## src/rtl/wam_pkg.sv

```systemverilog
// Shared constants, repeat-FSM state encoding and hit encoder helpers.
package wam_pkg;

   localparam int unsigned N_HOLE      = 8;
   localparam int unsigned WAM_DB_CNT  = 3;
   localparam int unsigned WAM_REP_DLY = 96;
   localparam int unsigned WAM_REP_PER = 24;

   typedef enum logic [1:0] {
      IDLE   = 2'd0,
      DELAY  = 2'd1,
      REPEAT = 2'd2
   } rep_st_t;

   // Lowest-index priority encoder; 0 when no bit is set.
   function automatic logic [2:0] low_idx(input logic [N_HOLE-1:0] v);
      logic [2:0] idx;
      idx = '0;
      for (int i = N_HOLE - 1; i >= 0; i--) begin
         if (v[i]) idx = 3'(i);
      end
      return idx;
   endfunction

   // Two or more bits set: clearing the lowest set bit leaves something.
   function automatic logic multi_hot(input logic [N_HOLE-1:0] v);
      return |(v & (v - N_HOLE'(1)));
   endfunction

endpackage

```

## src/rtl/wam_btn_if.sv

```systemverilog
// Button-side bundle: raw buttons in, conditioned pulses and hit encoding out.
interface wam_btn_if;
   import wam_pkg::*;

   logic [N_HOLE-1:0] btn_hole;
   logic              btn_lft;
   logic              btn_rgt;
   logic [N_HOLE-1:0] tap;
   logic              lft;
   logic              rgt;
   logic              hit_vld;
   logic [2:0]        hit_idx;
   logic              multi;

   // Board / stimulus side drives the raw buttons.
   modport master (
      output btn_hole, btn_lft, btn_rgt,
      input  tap, lft, rgt, hit_vld, hit_idx, multi
   );

   // Conditioner side.
   modport slave (
      input  btn_hole, btn_lft, btn_rgt,
      output tap, lft, rgt, hit_vld, hit_idx, multi
   );
endinterface

```

## src/rtl/wam_dbn.sv

```systemverilog
// One-bit synchroniser, debouncer and rising-edge detector.
module wam_dbn #(
   parameter int unsigned DB_CNT = 3
) (
   input  logic clk_19,
   input  logic rst_n,
   input  logic raw,
   output logic deb,
   output logic rise
);

   logic       s1_q, s2_q;
   logic       d_q, d_dly_q;
   logic [2:0] c_q;

   // Two-flop synchroniser for the asynchronous button level.
   always_ff @(posedge clk_19 or negedge rst_n) begin
      if (!rst_n) begin
         s1_q <= 1'b0;
         s2_q <= 1'b0;
      end else begin
         s1_q <= raw;
         s2_q <= s1_q;
      end
   end

   // Flip the debounced level only after DB_CNT consecutive disagreeing samples.
   always_ff @(posedge clk_19 or negedge rst_n) begin
      if (!rst_n) begin
         d_q <= 1'b0;
         c_q <= '0;
      end else if (s2_q == d_q) begin
         c_q <= '0;
      end else if (c_q == 3'(DB_CNT - 1)) begin
         d_q <= ~d_q;
         c_q <= '0;
      end else begin
         c_q <= c_q + 3'd1;
      end
   end

   // Delayed copy of the debounced level for edge detection.
   always_ff @(posedge clk_19 or negedge rst_n) begin
      if (!rst_n) begin
         d_dly_q <= 1'b0;
      end else begin
         d_dly_q <= d_q;
      end
   end

   assign deb  = d_q;
   // Combinational here; registered by the top together with the encoder.
   assign rise = d_q & ~d_dly_q;

endmodule

```

## src/rtl/wam_btn.sv

```systemverilog
// Whack-a-mole input conditioner: hole tap pulses, hit encoder, lft/rgt auto-repeat.
module wam_btn
   import wam_pkg::*;
#(
   parameter int unsigned DB_CNT  = WAM_DB_CNT,
   parameter int unsigned REP_DLY = WAM_REP_DLY,
   parameter int unsigned REP_PER = WAM_REP_PER
) (
   input  logic     clk_19,
   input  logic     rst_n,
   wam_btn_if.slave bus
);

   logic [N_HOLE-1:0] hole_rise;
   logic              deb_lft, deb_rgt;
   logic              both;

   logic [N_HOLE-1:0] tap_q;
   logic              hit_vld_q, multi_q;
   logic [2:0]        hit_idx_q;
   logic              lft_q, rgt_q;

   rep_st_t    lft_st_q, lft_st_d, rgt_st_q, rgt_st_d;
   logic [6:0] lft_r_q, lft_r_d, rgt_r_q, rgt_r_d;
   logic       lft_p_d, rgt_p_d;

   for (genvar i = 0; i < N_HOLE; i++) begin : g_hole
      logic deb_unused;
      wam_dbn #(.DB_CNT(DB_CNT)) u_dbn (
         .clk_19 (clk_19),
         .rst_n  (rst_n),
         .raw    (bus.btn_hole[i]),
         .deb    (deb_unused),
         .rise   (hole_rise[i])
      );
   end

   logic lft_rise_unused, rgt_rise_unused;

   wam_dbn #(.DB_CNT(DB_CNT)) u_dbn_lft (
      .clk_19 (clk_19),
      .rst_n  (rst_n),
      .raw    (bus.btn_lft),
      .deb    (deb_lft),
      .rise   (lft_rise_unused)
   );

   wam_dbn #(.DB_CNT(DB_CNT)) u_dbn_rgt (
      .clk_19 (clk_19),
      .rst_n  (rst_n),
      .raw    (bus.btn_rgt),
      .deb    (deb_rgt),
      .rise   (rgt_rise_unused)
   );

   // Conflicting directions held together cancel each other.
   assign both = deb_lft & deb_rgt;

   // Left repeat FSM next state; IDLE entry is level-based so a survivor of a
   // both-held period restarts with a fresh pulse.
   always_comb begin
      lft_st_d = lft_st_q;
      lft_r_d  = lft_r_q;
      lft_p_d  = 1'b0;
      if (!deb_lft || both) begin
         lft_st_d = IDLE;
         lft_r_d  = '0;
      end else begin
         unique case (lft_st_q)
            IDLE: begin
               lft_st_d = DELAY;
               lft_r_d  = '0;
               lft_p_d  = 1'b1;
            end
            DELAY: begin
               if (lft_r_q == 7'(REP_DLY - 1)) begin
                  lft_st_d = REPEAT;
                  lft_r_d  = '0;
                  lft_p_d  = 1'b1;
               end else begin
                  lft_r_d = lft_r_q + 7'd1;
               end
            end
            REPEAT: begin
               if (lft_r_q == 7'(REP_PER - 1)) begin
                  lft_r_d = '0;
                  lft_p_d = 1'b1;
               end else begin
                  lft_r_d = lft_r_q + 7'd1;
               end
            end
            default: begin
               lft_st_d = IDLE;
               lft_r_d  = '0;
            end
         endcase
      end
   end

   // Right repeat FSM next state, mirror of the left one.
   always_comb begin
      rgt_st_d = rgt_st_q;
      rgt_r_d  = rgt_r_q;
      rgt_p_d  = 1'b0;
      if (!deb_rgt || both) begin
         rgt_st_d = IDLE;
         rgt_r_d  = '0;
      end else begin
         unique case (rgt_st_q)
            IDLE: begin
               rgt_st_d = DELAY;
               rgt_r_d  = '0;
               rgt_p_d  = 1'b1;
            end
            DELAY: begin
               if (rgt_r_q == 7'(REP_DLY - 1)) begin
                  rgt_st_d = REPEAT;
                  rgt_r_d  = '0;
                  rgt_p_d  = 1'b1;
               end else begin
                  rgt_r_d = rgt_r_q + 7'd1;
               end
            end
            REPEAT: begin
               if (rgt_r_q == 7'(REP_PER - 1)) begin
                  rgt_r_d = '0;
                  rgt_p_d = 1'b1;
               end else begin
                  rgt_r_d = rgt_r_q + 7'd1;
               end
            end
            default: begin
               rgt_st_d = IDLE;
               rgt_r_d  = '0;
            end
         endcase
      end
   end

   // Repeat FSM state and counter registers.
   always_ff @(posedge clk_19 or negedge rst_n) begin
      if (!rst_n) begin
         lft_st_q <= IDLE;
         lft_r_q  <= '0;
         rgt_st_q <= IDLE;
         rgt_r_q  <= '0;
      end else begin
         lft_st_q <= lft_st_d;
         lft_r_q  <= lft_r_d;
         rgt_st_q <= rgt_st_d;
         rgt_r_q  <= rgt_r_d;
      end
   end

   // Output registers; encoder works on the same-cycle rise vector so it
   // lines up with tap.
   always_ff @(posedge clk_19 or negedge rst_n) begin
      if (!rst_n) begin
         tap_q     <= '0;
         hit_vld_q <= 1'b0;
         hit_idx_q <= '0;
         multi_q   <= 1'b0;
         lft_q     <= 1'b0;
         rgt_q     <= 1'b0;
      end else begin
         tap_q     <= hole_rise;
         hit_vld_q <= |hole_rise;
         hit_idx_q <= low_idx(hole_rise);
         multi_q   <= multi_hot(hole_rise);
         lft_q     <= lft_p_d;
         rgt_q     <= rgt_p_d;
      end
   end

   assign bus.tap     = tap_q;
   assign bus.hit_vld = hit_vld_q;
   assign bus.hit_idx = hit_idx_q;
   assign bus.multi   = multi_q;
   assign bus.lft     = lft_q;
   assign bus.rgt     = rgt_q;

endmodule

```

## src/flat_wrapper.sv

```systemverilog
// flat-port wrapper written by rule: the top's interface ports become plain ports
module wam_btn_flat import wam_pkg::*;
#(
   parameter int unsigned DB_CNT  = WAM_DB_CNT,
   parameter int unsigned REP_DLY = WAM_REP_DLY,
   parameter int unsigned REP_PER = WAM_REP_PER
)
  (clk_19, rst_n, bus_btn_hole, bus_btn_lft, bus_btn_rgt, bus_tap, bus_lft, bus_rgt, bus_hit_vld, bus_hit_idx, bus_multi);
  wam_btn_if bus_i ();
  input  logic clk_19;
  input  logic rst_n;
  input wire logic [$bits(bus_i.btn_hole)-1:0] bus_btn_hole;
  input wire logic [$bits(bus_i.btn_lft)-1:0] bus_btn_lft;
  input wire logic [$bits(bus_i.btn_rgt)-1:0] bus_btn_rgt;
  output wire logic [$bits(bus_i.tap)-1:0] bus_tap;
  output wire logic [$bits(bus_i.lft)-1:0] bus_lft;
  output wire logic [$bits(bus_i.rgt)-1:0] bus_rgt;
  output wire logic [$bits(bus_i.hit_vld)-1:0] bus_hit_vld;
  output wire logic [$bits(bus_i.hit_idx)-1:0] bus_hit_idx;
  output wire logic [$bits(bus_i.multi)-1:0] bus_multi;
  assign bus_i.btn_hole = bus_btn_hole;
  assign bus_i.btn_lft = bus_btn_lft;
  assign bus_i.btn_rgt = bus_btn_rgt;
  assign bus_tap = bus_i.tap;
  assign bus_lft = bus_i.lft;
  assign bus_rgt = bus_i.rgt;
  assign bus_hit_vld = bus_i.hit_vld;
  assign bus_hit_idx = bus_i.hit_idx;
  assign bus_multi = bus_i.multi;
  wam_btn #(.DB_CNT(DB_CNT), .REP_DLY(REP_DLY), .REP_PER(REP_PER)) u_core (.clk_19(clk_19), .rst_n(rst_n), .bus(bus_i));
endmodule
```

## config.mk

```make
export PLATFORM = sky130hd
export DESIGN_NAME = wam_btn_flat
export DESIGN_NICKNAME = d
export VERILOG_FILES = /design/src/rtl/wam_pkg.sv /design/src/rtl/wam_btn_if.sv /design/src/rtl/wam_dbn.sv /design/src/rtl/wam_btn.sv /design/src/flat_wrapper.sv
export SDC_FILE = /design/constraint.sdc
export NUM_CORES = 1
export LEC_CHECK = 0
export ABC_AREA = 1
export BUFFER_PORTS_ARGS = -buffer_cell sky130_fd_sc_hd__buf_2
export CAP_MARGIN = 30
export CORE_MARGIN = 2
export CORE_UTILIZATION = 40
export DETAILED_ROUTE_END_ITERATION = 8
export PLACE_DENSITY = 0.66
export SLEW_MARGIN = 0
export SYNTH_ARGS = -nofsm -noshare
export SYNTH_HDL_FRONTEND = slang
export SYNTH_SLANG_ARGS = --single-unit
```

## constraint.sdc

```tcl
create_clock -name clk_19 -period 1.5 [get_ports clk_19]
set_input_delay 0 -clock clk_19 [delete_from_list [all_inputs] [get_ports clk_19]]
set_output_delay 0 -clock clk_19 [all_outputs]
set_load 0.1 [all_outputs]
```

==> results.md, run 1 <==
- Outcome: completed
- Synth area leader: dfrtp_1
- Final Max Tran Viols: 0
- Most Frequent Cell on Critical Path: nand2_1
- CP cell instances: ha_1, nand2_1, inv_1, nand2_1, o21ai_2, nand2_1, nand2_2, nor2_1
- Drt total wl: about 6 mm
- Via density: about 4.5
- Final setup fails: 0
- GR Overflow Total: 0
- CTS tree: done
- Layout Area Growth over Synthesis: 16.2%
- Slew margin rel.: 0.676
- Post-synth net total: 419
- Clock root cell: clkbuf_8
- # diodes: 0
- Cell Rows: 36
- Fin area: about 0.0048 mm²
- Worst-Margin Slew: 0.490 ns
- Worst-case vdd ir drop: about 0.0015 V
- Top Ports: 27
- CP startpoint kind: register
- CTS buffer count: 9
- Clock buffer depth: 2
- First-pass GRT wire length: about 11 mm
- Leak: 0.00235 µW
- # Post-CTS Setup Buffers: 0
- DP HPWL: ~4.2 mm
- Post-Synthesis Cell Area: 0.00410 mm²
- Cells after Synth: around 400
- Cts hold-fix bufs: 11
- Post_cts resized: 0
- Placed inst area: 0.00443 mm²
- IO Port Bufs: 26
- Met2 WL: approximately 3 mm
- Tcrit/Tclk final: 0.894
- Number of DRC markers in iteration 0: 94
- Crit Path Max Fanout: 6
- Worst skew pair latency: 0.36 ns
- Drc violations: 0
- Total of max-cap violations: 0
- Pwr Density: ~2000 mW/mm²
- Routability Congestion: ~0.80
- Mean post-synth cell area: around 10 µm²
- 1st-pass router iterations: 4
- Synth warn: 0
- DIE WIDTH: between 100 and 150 µm
- Data arrival time of the critical path: 1.60 ns
- Class of the worst hold path: in -> async
- Drt wl/cell: between 10 and 15 µm
- Power consumption: ~9500 µW
- Routed vias: around 2600
- Final Util: 0.482
- Sink Count: 101
- Flops & latches, synth: approximately 100
- Min Tclk post-route: ~1.3 ns
- CP max-delay cell: dfrtp_1
- Clock transition at path regs: approximately 0.10 ns
- WL met1: ~2.7 mm
- RSZ-0062 raised after global routing: no
- Vias in the first global route: roughly 2600
- CP Class: reg -> reg
- All-Layer GR Usage: 0.126
- NumNets Final: between 400 and 500
- Share of the synthesized area in the top cell type: 0.617
- Share of cells above drive strength 1: 0.131
- Routed Antenna Nets: 0
- Met3 Routed Length: between 200 and 300 µm
- Initial antenna violation count: 0
- Max Clock Skew: between 0.01 and 0.015 ns
- Max Used Layer: met4
- Netlist cell types: 23
- Die Ht: approximately 110 µm
- CP required: between 1.5 and 2 ns
- Setup TNS: 0 ns
- H-Tree Depth: 3
- Top cells by area, synth: dfrtp_1 (62%), inv_1 (5.1%), nand2_1 (5.1%)
- Core area: 0.00986 mm²
- Initial Util: 0.415
- Register area share after synthesis: 0.617
- Max incr delay on CP: 0.37 ns
- Endpoints failing hold: 0
- Largest net degree at the start of global routing: 39
- Fmax: 746 MHz
- Die area: 0.0111 mm²
- Critical path endpoint category: register
==> logic make-up after synthesis <==
group           synth area share
compound gates            0.0330
xor+xnor                  0.0535
simple gates               0.179
fa+ha+maj                 0.0367
buf+inv                   0.0559
mux                       0.0244
flops                      0.617
==> layout make-up <==
cell class              count  area, µm²
flip-flops and latches    101       2530
well taps                 133        166
clock inverters             5       63.8
multi-input cells         233       1340
inverters                  61        229
fillers                   910       5100
repair buffers             39        283
clock buffers              11        151
==> where the power goes <==
part           internal (µW)  switching (µW)
Sequential              3510             576
Clock                    880             901
Combinational            963            2630
Total                   5360            4110
==> sequential cells by signal, indices dropped and copies added, names as in the netlist, 2 cells and up <==
name	count
u_core.g_hole.u_dbn.c_q	24
u_core.g_hole.u_dbn.s1_q	8
u_core.rgt_r_q	7
u_core.lft_r_q	7
u_core.bus.hit_idx	3
u_core.u_dbn_lft.c_q	3
u_core.lft_st_q	2
u_core.g_hole.u_dbn.d_dly_q	8
u_core.u_dbn_rgt.c_q	3
u_core.g_hole.u_dbn.s2_q	8
u_core.rgt_st_q	2
u_core.g_hole.u_dbn.deb	8
u_core.bus.tap	8
==> per-stage QoR <==
| stage | hold WS (ns) | worst slack, ns | std cells |
|---|---|---|---|
| floorplan | -0.296 | 0.292 | 395 |
| global placement | -0.0426 | 0.212 | 556 |
| detailed placement | -0.0375 | 0.163 | 556 |
| CTS | 0.0912 | 0.152 | 583 |
| global route | 0.111 | 0.0131 | 583 |
| finish | 0.105 | 0.159 | 583 |
==> synth_stat cells <==
cell type,count
dfrtp_1,101
inv_1,56
nand2_1,56
nor2_1,40
nor3_1,26
a21oi_1,18
nand3_1,14
xor2_1,14
ha_1,12
xnor2_1,11
mux2i_1,10
nor3b_1,10
nor2_2,5
o21ai_0,5
inv_2,4
nand4_1,4
nand2_2,3
clkinv_1,1
nor2_4,1
nor4_2,1
o21ai_1,1
o21ai_2,1
o22ai_1,1
==> worst max-delay path: cells and delay by family, from the launching register on <==
| family | cells | cell delay [ns] |
|---|---|---|
| flops | 1 | 0.37 |
| simple gates | 5 | 0.43 |
| buf+inv | 1 | 0.09 |
| fa+ha+maj | 1 | 0.17 |
| compound gates | 1 | 0.18 |
==> final timing paths <==
kind | start | end | slack, ns | cells past startpoint
min reg2reg | u_core.g_hole[5].u_dbn.s1_q | u_core.g_hole[5].u_dbn.s2_q | 0.35 | 0
max in group asynchronous | rst_n | u_core.u_dbn_rgt.s2_q | 0.86 | 3
max reg2reg | u_core.lft_r_q[0] | u_core.lft_r_q[1] | 0.16 | 8
min | rst_n | u_core.g_hole[0].u_dbn.d_dly_q | 0.10 | 2
min in group clk_19 | bus_btn_hole[6] | u_core.g_hole[6].u_dbn.s1_q | 0.27 | 2
max | u_core.lft_r_q[0] | u_core.lft_r_q[1] | 0.16 | 8
==> layer usage <==
layer / vias to the layer above / global-route usage
met5: - / 0
met1: 1231 / 0.146
met4: 0 / 0.0371
li1: 1347 / -
met3: 5 / 0.0543
met2: 37 / 0.210
==> placed cells by master (no fill, tap or decap), drive strengths merged, types with 12 or more instances in the layout <==
| master | Yosys | final |
|---|---|---|
| ha | 12 | 12 |
| dfrtp | 101 | 101 |
| inv | 60 | 63 |
| nand3 | 14 | 14 |
| a21oi | 18 | 18 |
| nand2 | 59 | 59 |
| buf | 0 | 28 |
| nor2 | 46 | 46 |
| nor3 | 26 | 26 |
| xor2 | 14 | 14 |
No activity file was read; power rests on OpenSTA's default activity.
==> run 2: changes to the inputs <==
clock period = 1.4 ns   (was 1.5 ns; I/O delays follow)
==> run 2 against run 1 <==
Compared with the run above:
- non-clock buffer count increased by 4
- sequential power increased by 6.8%
- count of clock-buffer cells in the layout decreased by 1
- core utilization increased by 0.44 points
- first-iteration DRC count decreased by 17%
- register-to-register slack got worse by 0.096 ns
- fmax increased by 0.27%
- via count decreased by 0.11%
- sequential cell count unchanged
==> results.md, run 2 (synthesized netlist as in run 1, its figures left out) <==
- Slew margin rel.: 0.677
- Fill cells: 884
- CP Class: reg -> reg
- Drc violations: 0
- Clock buffer depth: 2
- Critical path endpoint category: register
- Final setup fails: 0
- H-Tree Depth: 3
- CP startpoint kind: register
- Routed Antenna Nets: 0
- Final Max Tran Viols: 0
- NumNets Final: roughly 470
- # diodes: 0
- Sw Share: 0.438
- Placed inst area: around 0.0044 mm²
- Core area: ~0.0099 mm²
- Initial antenna violation count: 0
- P_sw: 4430 µW
- Min Tclk post-route: 1.34 ns
- Fmax: ~750 MHz
- Setup TNS: 0 ns
- Worst skew pair latency: between 0.3 and 0.4 ns
- Vias in the first global route: 2628
- Largest net degree at the start of global routing: 49
- Worst-case vdd ir drop: between 0.0015 and 0.002 V
- GR Overflow Total: 0
- Via density: 4.46
- IO Port Bufs: 26
- Cell Rows: 36
- All-Layer GR Usage: 0.122
- First-pass GRT wire length: between 10 and 15 mm
- Most common cell after layout, fill and taps aside: dfrtp_1
- Pwr Density: about 2100 mW/mm²
- Drt wl/cell: 10.4 µm
- Initial Util: 0.415
- Clock transition at path regs: 0.10 ns
- DP HPWL: between 4 and 5 mm
- Tcrit/Tclk final: 0.955
- Layout Area Growth over Synthesis: 17.3%
- Sink Count: ~100
- Most frequent cells in the layout: dfrtp_1 (101), inv_1 (55), nand2_1 (53)
- Number of DRC markers in iteration 0: 78
- Logic pwr share: 0.388
- Routed vias: roughly 2600
- Reg area: 0.00253 mm²
- CP required: roughly 1.6 ns
- Data arrival time of the critical path: 1.58 ns
- Share of cells above drive strength 1: 0.156
- Routability Congestion: approximately 0.8
- DIE WIDTH: around 110 µm
- Die Ht: 105 µm
- Crit Path Max Fanout: 6
- Multi-input gate area: around 0.0014 mm²
- Max FFs per register: 24
- Clock root cell: clkbuf_8
- CTS buffer count: 9
- Drt total wl: about 6.1 mm
- Register with the most flip-flops: u_core.g_hole.u_dbn.c_q
- Outcome: completed
- Int Pwr: around 5700 µW
- Die area: approximately 0.011 mm²
- Fin area: 0.00480 mm²
- Worst-Margin Slew: 0.488 ns
- CTS tree: done
- Top Ports: 27
- Part of the power in registers: 0.433
- 1st-pass router iterations: 4
- Clock Power Share: 0.180
- Max Clock Skew: 0.00764 ns
- Leak: roughly 0.0024 µW
- Endpoints failing hold: 0
- Total of max-cap violations: 0
- Class of the worst hold path: in -> async
[run 2: cell types whose count changed in the layout (fill, tap and decap cells not counted), sizes merged]
| cell | previous run | this run |
|---|---|---|
| buf | 28 | 32 |
| clkbuf | 11 | 10 |
| clkinv | 1 | 2 |
| clkinvlp | 1 | 2 |
| inv | 63 | 62 |
[run 2: what timing repair did]
item / CTS / global route
hold buffers: 11 / 0
setup buffers: 0 / 3
resized for setup: 0 / 12
setup endpoints to repair: 0 / 19
hold endpoints to repair: 111 / 0
[run 2: metal layers]
layer  vias up  GRT usage  share of wire
li1       1349          -              -
met1      1222      0.142           0.45
met2        42      0.212           0.50
met3         4     0.0418          0.043
met4         0     0.0314         0.0076
met5         -          0              0
[run 2: power groups by stage]
| stage | clock network (µW) | registers [µW] | logic [µW] |
|---|---|---|---|
| floorplan | 0 | 5760 | 1780 |
| CTS | 1900 | 4380 | 3920 |
| global placement | 0 | 4390 | 3820 |
| global route | 2020 | 4520 | 4320 |
| finish | 1820 | 4370 | 3920 |
| detailed placement | 0 | 4440 | 3880 |
[run 2: layout make-up]
class | count | share of cell area
Inverter | 61 | 0.0477
Clock inverter | 6 | 0.0146
Sequential cell | 101 | 0.526
Multi-Input combinational cell | 233 | 0.285
Timing Repair Buffer | 43 | 0.0651
Tap cell | 133 | 0.0346
Clock buffer | 10 | 0.0266
[run 2: stage by stage]
step / hold slack (ns) / utilization / power (µW) / instances / setup WS [ns]
after floorplan: -0.296 / - / 7540 / 395 / 0.192
after global placement: -0.0834 / 0.450 / 8210 / 557 / 0.105
after detailed placement: -0.0786 / 0.450 / 8320 / 557 / 0.0475
after CTS: 0.0623 / 0.481 / 10200 / 584 / 0.0334
after global routing: 0.0819 / 0.487 / 10900 / 587 / -0.0284
final: 0.0802 / 0.487 / 10100 / 587 / 0.0628
[run 2: critical path, stage by stage, from the launching register on]
cell and delay (ns):
dfrtp_1 0.38, ha_1 0.17, nand2_1 0.08, inv_2 0.11
nand2_4 0.07, o21ai_2 0.14, nand2_1 0.10, nand2_2 0.13
nor2_1 0.05
[run 2: path summary, 6_finish.rpt]
path,from,end,slack [ns],depth (start not counted)
worst max-delay path,u_core.rgt_r_q[0],u_core.rgt_r_q[5],0.06,8
worst min-delay path,rst_n,u_core.g_hole[3].u_dbn.c_q[0],0.08,2
worst max register to register,u_core.rgt_r_q[0],u_core.rgt_r_q[5],0.06,8
worst min register to register,u_core.g_hole[5].u_dbn.s1_q,u_core.g_hole[5].u_dbn.s2_q,0.35,0
max in group asynchronous,rst_n,u_core.g_hole[0].u_dbn.c_q[0],0.77,3
min in group clk_19,bus_btn_hole[0],u_core.g_hole[0].u_dbn.s1_q,0.28,2
==> run 3: changes to the inputs <==
CORE_MARGIN = 5   (was 2)
==> run 3 against run 2 <==
Compared with the run above:
- sequential cell count is the same
- clock power fell by 8%
- sequential share of layout area up 0.40 points
- hold slack better by 0.026 ns
- core utilization is 1.7 points lower
- power is 1.5% lower
- first-iteration DRC count decreased by 10%
- critical path type unchanged
- via count rose by 0.50%
- fmax up 4.0%
- non-clock buffer count down 2
- register-to-register slack better by 0.05 ns
- count of clock-buffer cells in the layout is the same
==> results.md, run 3 (synthesized netlist as in run 1, its figures left out) <==
- CP cell instances: ha_2, nand2_2, inv_2, nand2_1, o21ai_2, nand2_1, nand2_2, nor2_1
- Outcome: completed
- NumNets Final: between 400 and 500
- Class of the worst hold path: in -> async
- Int Pwr: about 5500 µW
- Critical path endpoint category: register
- Top Ports: 27
- Max Clock Skew: ~0.0068 ns
- Worst skew pair latency: about 0.36 ns
- Clock buffer depth: 2
- Initial Util: 0.404
- P_sw: 4450 µW
- Worst-case vdd ir drop: 0.00171 V
- Die Ht: roughly 110 µm
- CP startpoint kind: register
- Routability Congestion: 0.841
- CP max-delay cell: dfrtp_1
- R2R depth: 8
- Die area: roughly 0.012 mm²
- Initial antenna violation count: 0
- Fmax: a little under 800 MHz
- Sink Count: between 100 and 150
- 1st-pass router iterations: 4
- Most common cell after layout, fill and taps aside: dfrtp_1
- Tcrit/Tclk final: 0.919
- Worst-Margin Slew: between 0.4 and 0.5 ns
- Final setup fails: 0
- Max incr delay on CP: about 0.38 ns
- Cell Rows: 37
- Logic pwr share: 0.391
- Drc violations: 0
- Crit Path Max Fanout: 6
- CP Depth: 8
- Power consumption: about 10000 µW
- Flop-to-flop setup slack: 0.11 ns
- Kind of cell adding the most delay to the critical path: flip-flops
- Vias in the first global route: around 2600
- Sw Share: 0.447
- Register with the most flip-flops: u_core.g_hole.u_dbn.c_q
- DIE WIDTH: 111 µm
- Drt total wl: ~6.0 mm
- Share of cells above drive strength 1: 0.153
- Routed vias: 2630
- CTS tree: done
- GR Overflow Total: 0
- CTS buffer count: 9
- Most frequent cells in the layout: dfrtp_1 (101), inv_1 (55), nand2_1 (52)
- Crit path capture: u_core.lft_r_q[4]
- Endpoints failing hold: 0
- Drt wl/cell: 10.2 µm
- Critical Path Start: u_core.lft_r_q[0]
- Crit Reg-Reg Endpoint: u_core.lft_r_q[4]
- All-Layer GR Usage: 0.108
- H-Tree Depth: 3
- CP Class: reg -> reg
- First-pass GRT wire length: between 10 and 15 mm
- Core area: about 0.010 mm²
- Min Tclk post-route: between 1 and 1.5 ns
- Setup TNS: 0 ns
- WP buf/inv: 1
- Via density: 4.47
- DP HPWL: between 4 and 5 mm
- Routed Antenna Nets: 0
- Worst R2R Start: u_core.lft_r_q[0]
- Post-Place Setup Slack: about 0.035 ns
- Layout Area Growth over Synthesis: 16.4%
- Final Max Tran Viols: 0
- Max FFs per register: 24
- WHS: ~0.11 ns
- CP required: between 1.5 and 2 ns
- Final WS setup: 0.114 ns
- Number of DRC markers in iteration 0: 70
- Leak: between 0.002 and 0.0025 µW
- Clock transition at path regs: about 0.1 ns
- Clock root cell: clkbuf_8
- IO Port Bufs: 26
- Pwr Density: 2090 mW/mm²
- Total of max-cap violations: 0
- Final Util: 0.470
- Slew margin rel.: 0.675
- # diodes: 0
- Clock Power Share: 0.168
- Data arrival time of the critical path: approximately 1.5 ns
- Part of the power in registers: 0.441
- Largest net degree at the start of global routing: 47
run 3: power by group through the flow:
stage / logic, µW / registers (µW) / clock network (µW)
detailed placement: 3870 / 4450 / 0
global placement: 3820 / 4390 / 0
CTS: 3910 / 4400 / 1770
finish: 3890 / 4390 / 1680
floorplan: 1780 / 5760 / 0
global route: 4280 / 4520 / 1870
run 3: how the worst min path moves through the flow:
stage	from	depth (start not counted)	end	slack, ns
2_1_floorplan	rst_n	0	u_core.bus.hit_idx[0]	-0.30
3_3_place_gp	rst_n	1	u_core.g_hole[3].u_dbn.c_q[0]	-0.03
3_5_place_dp	rst_n	1	u_core.g_hole[3].u_dbn.c_q[0]	-0.03
4_1_cts	rst_n	2	u_core.g_hole[3].u_dbn.c_q[0]	0.11
5_1_grt	rst_n	2	u_core.g_hole[3].u_dbn.c_q[0]	0.15
6_report	rst_n	2	u_core.g_hole[3].u_dbn.c_q[0]	0.11
run 3: timing repair:
| action | in CTS | in global routing |
|---|---|---|
| hold buffers | 11 | 0 |
| endpoints found under the setup margin | 0 | 19 |
| resized for setup | 0 | 10 |
| hold endpoints to repair | 111 | 0 |
| setup buffers | 0 | 1 |
run 3: final cells by class:
type	instances	area (µm²)
tap	136	170
clock inverter	6	53.8
timing repair buffer	41	298
clock buffer	10	128
inverter	61	229
fill	937	5370
multi-input combinational	233	1360
sequential	101	2530
run 3: through the flow:
step / cells / cell area, µm²
floorplan: 395 / 4100
global placement: 560 / 4450
detailed placement: 560 / 4450
CTS: 587 / 4740
global route: 588 / 4770
finish: 588 / 4770
run 3: per-layer routing:
| layer | share of wire | routed length (µm) | global-route usage |
|---|---|---|---|
| met1 | 0.46 | 2730 | 0.126 |
| met2 | 0.48 | 2850 | 0.183 |
| met3 | 0.046 | 278 | 0.0371 |
| met4 | 0.019 | 112 | 0.0414 |
| met5 | 0 | 0 | 0 |
